--- config.mk ---
export PLATFORM = sky130hd
export DESIGN_NAME = pot_scan
export DESIGN_NICKNAME = d
export VERILOG_FILES = /design/src/rtl/pot_scan.sv
export SDC_FILE = /design/constraint.sdc
export NUM_CORES = 1
export LEC_CHECK = 0
export ABC_AREA = 1
export BUFFER_PORTS_ARGS = -buffer_cell sky130_fd_sc_hd__buf_2
export CORE_MARGIN = 2
export CORE_UTILIZATION = 59
export CTS_BUF_LIST = sky130_fd_sc_hd__clkbuf_16
export CTS_CLUSTER_SIZE = 10
export DETAILED_ROUTE_END_ITERATION = 10
export PLACE_DENSITY = 0.81
export SETUP_SLACK_MARGIN = 0.05
export SYNTH_ARGS = -nofsm -noshare
export SYNTH_HDL_FRONTEND = slang
export SYNTH_SLANG_ARGS = --single-unit
--- constraint.sdc ---
create_clock -name clk -period 4.65 [get_ports clk]
set_clock_uncertainty 0.1 [all_clocks]
set_input_delay 0.2325 -clock clk [delete_from_list [all_inputs] [get_ports clk]]
set_output_delay 0.2325 -clock clk [all_outputs]
set_load 0.01 [all_outputs]
--- src/rtl/pot_scan.sv ---
// pot_scan: round-robin A2D pot scanner with per-slot IIR smoothing,
// inter-sweep gap, conversion timeout and sweep-complete strobe.
module pot_scan #(
    parameter int NUM_CH = 6,
    parameter int RES_W = 12,
    parameter logic [NUM_CH*3-1:0] CH_MAP = {3'd7, 3'd4, 3'd3, 3'd2, 3'd1, 3'd0},
    parameter int AVG_LOG2 = 2,
    parameter int SCAN_GAP = 1024,
    parameter int TO_CYC = 4096
) (
    input  logic                    clk,
    input  logic                    rst_n,
    input  logic                    en,
    input  logic                    cnv_cmplt,
    input  logic [RES_W-1:0]        res,
    input  logic                    clr_err,
    output logic [2:0]              chnnl,
    output logic                    strt_cnv,
    output logic [NUM_CH*RES_W-1:0] pot_vals,
    output logic                    sweep_done,
    output logic                    timeout_err
);
    localparam int ACC_W = RES_W + AVG_LOG2;
    localparam int SLOT_W = NUM_CH > 1 ? $clog2(NUM_CH) : 1;
    localparam int CNT_MAX = TO_CYC > SCAN_GAP ? TO_CYC : SCAN_GAP;
    localparam int CNT_W = $clog2(CNT_MAX + 1);

    typedef enum logic [2:0] {IDLE, START, WAIT, STORE, GAP} state_t;

    state_t            state, state_n;
    logic [SLOT_W-1:0] slot;
    logic [CNT_W-1:0]  cnt;
    logic [RES_W-1:0]  res_q;
    logic              vld, tmo, last;
    logic [NUM_CH-1:0] primed;
    logic [ACC_W-1:0]  acc [NUM_CH];

    assign last = slot == SLOT_W'(NUM_CH - 1);
    assign chnnl = CH_MAP[3*slot +: 3];
    assign strt_cnv = state == START;
    assign sweep_done = state == STORE && last;

    always_comb begin
        state_n = state;
        tmo = 1'b0;
        case (state)
            IDLE:  state_n = en ? START : IDLE;
            START: state_n = WAIT;
            WAIT: begin
                tmo = !cnv_cmplt && cnt == CNT_W'(TO_CYC - 1);
                state_n = (cnv_cmplt || tmo) ? STORE : WAIT;
            end
            STORE: state_n = (last && SCAN_GAP != 0) ? GAP : en ? START : IDLE;
            GAP:   state_n = cnt == CNT_W'(SCAN_GAP - 1) ? (en ? START : IDLE) : GAP;
            default: state_n = IDLE;
        endcase
    end

    // A timed-out conversion still passes through STORE (vld=0) so slot
    // advance and sweep_done behave exactly as for a real sample.
    always_ff @(posedge clk or negedge rst_n) begin
        if (!rst_n) begin
            state <= IDLE;
            slot <= '0;
            cnt <= '0;
            res_q <= '0;
            vld <= 1'b0;
            primed <= '0;
            timeout_err <= 1'b0;
            for (int j = 0; j < NUM_CH; j++) acc[j] <= '0;
        end else begin
            state <= state_n;
            cnt <= (state_n == state && (state == WAIT || state == GAP)) ? cnt + 1'b1 : '0;
            if (state == WAIT) begin
                res_q <= res;
                vld <= cnv_cmplt;
            end
            if (tmo) timeout_err <= 1'b1;
            else if (clr_err) timeout_err <= 1'b0;
            if (state == STORE) begin
                slot <= last ? '0 : slot + 1'b1;
                if (vld) begin
                    acc[slot] <= primed[slot] ? acc[slot] - (acc[slot] >> AVG_LOG2) + ACC_W'(res_q)
                                              : ACC_W'(res_q) << AVG_LOG2;
                    primed[slot] <= 1'b1;
                end
            end
        end
    end

    for (genvar i = 0; i < NUM_CH; i++) begin : g_out
        assign pot_vals[i*RES_W +: RES_W] = RES_W'(acc[i] >> AVG_LOG2);
    end
endmodule
==> qor.csv <==
stage,metric,value,unit
cts,CTS tree,done,
hold_path,hold crit path type,input pin to register,
global_routing,grt ovf,0,
cts,Clock Tree Root,clkbuf_16,
cells_and_area,final instance area,8180,um2
timing,setup TNS,0,ns
synth,Syn Nets,964,
global_routing,first-pass GRT wire length,31600,um
global_routing,vias in the first global route,6217,
worst_setup_path,worst-path cell chain,"inv_2, buf_4, nor2_4, inv_2, o22ai_1, a221oi_1, inv_1, fa_1, inv_1, ha_1, a21oi_1, nor2_1, o21ai_0, nand3_1, nand2_1, nand3_2, nand3_1, nand2_1",
routing,routed vias/inst,5.54,
synth,"flops & latches, synth",123,
floorplanning,core area,12100,um2
synth,top post-synthesis cells by area,"dfrtp_1 42%, nand2_1 13%, buf_4 7.6%, nand3_1 5.7%, inv_1 5.2%",
synth,Post-synth EDFFs,0,
worst_setup_path,largest fanout on the critical path,22,
worst_setup_path,Slowest cell on crit path,fa_1,
worst_setup_path,Crit. End Element,register,
synth,Synth Instances,920,
timing,Max Freq,0.252,GHz
routing,drt drc,0,
floorplanning,Cell Rows,40,
synth,Yosys Warn Count,0,
floorplanning,Die ar.,13400,um2
cells_and_area,share of layout cells above drive strength 1,0.190,
synth,asr flop ratio synth,1.00,
floorplanning,Die Y,116,um
global_routing,initial antenna violation count,0,
placed_design,detailed placement HPWL,13700,um
routing,Detailed Routing Iterations Pass 1,5,
floorplanning,I/O pins,95,
cts,Clock Latency Late Sink,0.43,ns
cts,CTS Buffer Depth,2,
cts,clock transition at the registers of the reported paths,0.06,ns
cells_and_area,Nets,1007,
routing,WL/cell,17.3,um
routing,Starting DRT DRC Count,643,
synth,"Primary FF master, synth",dfrtp_1,
synth,Synth area leader,dfrtp_1,
synth,Yosys cell types,43,
worst_setup_path,crit path DAT,4.18,ns
worst_setup_path,"slowest stage delay, CP",0.51,ns
run_status,outcome,finished clean,
floorplanning,die width,116,um
timing,Final Hold Viols,0,
cells_and_area,Syn-to-layout area delta,10.8,%
worst_setup_path,crit start category,register,
placed_design,Placed Instance Area,7480,um2
synth,Synth Area per Inst,8.03,um2
timing,Rel. slew slack,0.403,
global_routing,all-layer global routing usage,0.313,
timing,Slew @ Worst Pin,0.895,ns
timing,RSZ-0062 raised after global routing,no,
placed_design,I/O Buffers,94,
routing,routed via count,6338,
job,Max Cap Viol,0,
global_routing,largest net degree at the start of global routing,65,
timing,final slew viol count,0,
worst_setup_path,WS Path Type,register to register,
worst_setup_path,Worst EP required,4.86,ns
timing,Tmin final,3.97,ns
synth,sequential fraction of the synthesis area,0.417,
cts,H-tree depth,4,
timing,final worst path period share,0.855,
synth,Post-Synthesis Cell Area,7390,um2
routing,overall routed net length,19800,um
cts,CTS Sinks,123,
floorplanning,initial core utilization,0.610,
synth,top-area cell type share of the netlist area,0.417,
placed_design,routability cong.,1.01,
cts,post-cts gate resize count,0,
routing,post-route ant nets,0,
cells_and_area,diode count,0,
cts,Num CTS Buffers,17,
timing,Final Setup Violations,0,
[path summary, 6_finish.rpt]
path                                             from                       end  slack, ns  depth (start not counted)
worst max-delay path              slot[0]$_DFFE_PN0P_  pot_vals[33]$_DFFE_PN0P_       0.68                         18
min in group asynchronous                       rst_n          cnt[7]$_DFF_PN0_       0.40                          3
max in group asynchronous                       rst_n  pot_vals[20]$_DFFE_PN0P_       3.48                          3
worst min register to register  primed[0]$_DFFE_PN0P_     primed[0]$_DFFE_PN0P_       0.35                          2
worst max register to register    slot[0]$_DFFE_PN0P_  pot_vals[33]$_DFFE_PN0P_       0.68                         18
worst min-delay path                               en        state[0]$_DFF_PN0_       0.12                          4
[critical path, delay by kind of cell, from the launching register on]
kind	cells	cell delay (ns)
adders and majority gates	2	0.88
DFF	1	0.45
and+or+nand+nor	7	0.78
AOI/OAI and AO/OA	4	0.94
buffers and inverters	5	0.70
[layout make-up]
class	instances	area (um2)
inverters	116	435
clock inverters	15	120
flip-flops and latches	123	3080
fillers	1018	3930
multi-input cells	583	3190
repair buffers	122	723
well taps	168	210
clock buffers	17	425
[cells by family (layout without fill, tap and decap cells)]
logic type,after synthesis,in the layout,synth area share
DFF,123,123,0.417
buffers and inverters,214,270,0.151
AOI/OAI and AO/OA,119,119,0.108
and+or+nand+nor,423,423,0.249
xor gates and xnor gates,14,14,0.0166
adders and majority gates,27,27,0.0579
[cell usage in the layout, fill, tap and decap left out, types with 6 or more instances in the layout]
master         Yosys  layout
nand2_1          257     257
dfrtp_1          123     123
inv_1            102     108
buf_2             14      93
nand3_1           84      84
nor2_1            42      42
o21ai_0           36      36
o21ai_1           24      24
a22o_1            20      20
clkbuf_16          0      17
dlygate4sd3_1      0      16
ha_1              15      15
inv_2             13      13
buf_4             75      13
fa_1              12      12
a21oi_1           11      11
nor2_2             9       9
xnor2_1            9       9
a221oi_2           8       8
nand3_2            7       7
o22ai_1            6       6
clkinv_2           0       6
[metrics by stage]
step | cells | hold slack, ns | util | worst slack (ns)
global placement | 1096 | 0.321 | 0.617 | 0.863
detailed placement | 1096 | 0.321 | 0.617 | 0.782
global route | 1144 | 0.131 | 0.676 | 0.303
floorplan | 920 | -0.163 | - | 1.32
CTS | 1144 | 0.108 | 0.676 | 0.747
finish | 1144 | 0.116 | 0.676 | 0.675
[Yosys cell counts, types with 2 or more instances]
master,count
a221oi_1,2
o21ai_0,36
ha_1,15
dfrtp_1,123
fa_1,12
o21ai_1,24
nand2_2,5
nand3_1,84
nor2_2,9
buf_2,14
nor2_1,42
a221oi_2,8
o21bai_1,2
nand4_1,3
nor3_1,5
inv_1,102
a22o_1,20
nand3_2,7
a21oi_1,11
clkbuf_1,6
buf_6,2
nor2_4,2
nand2_1,257
or2_2,5
a31oi_1,2
inv_2,13
a211oi_1,2
o22ai_1,6
xor2_1,5
buf_4,75
xnor2_1,9
[layer usage]
| metal | GRT usage | vias up | wire length (um) |
|---|---|---|---|
| met5 | 0 | - | 0 |
| met4 | 0.194 | 0 | 1040 |
| met3 | 0.0717 | 80 | 1420 |
| met2 | 0.484 | 296 | 9090 |
| met1 | 0.401 | 2990 | 8230 |
| li1 | - | 2972 | - |
[state kept, by name, summed over array words and instances (netlist names)]
register	count
pot_vals	72
cnt	13
acc	12
res_q	12
primed	6
slot	3
state	3
timeout_err	1
vld	1
[repair_timing]
action | in CTS | in global routing
endpoints found under the hold margin | 137 | 0
hold buffers | 16 | 0
buffers inserted | 0 | 0
Power is not shown: default switching activity piles up to over one toggle a cycle in this logic, so the estimate is an artifact.
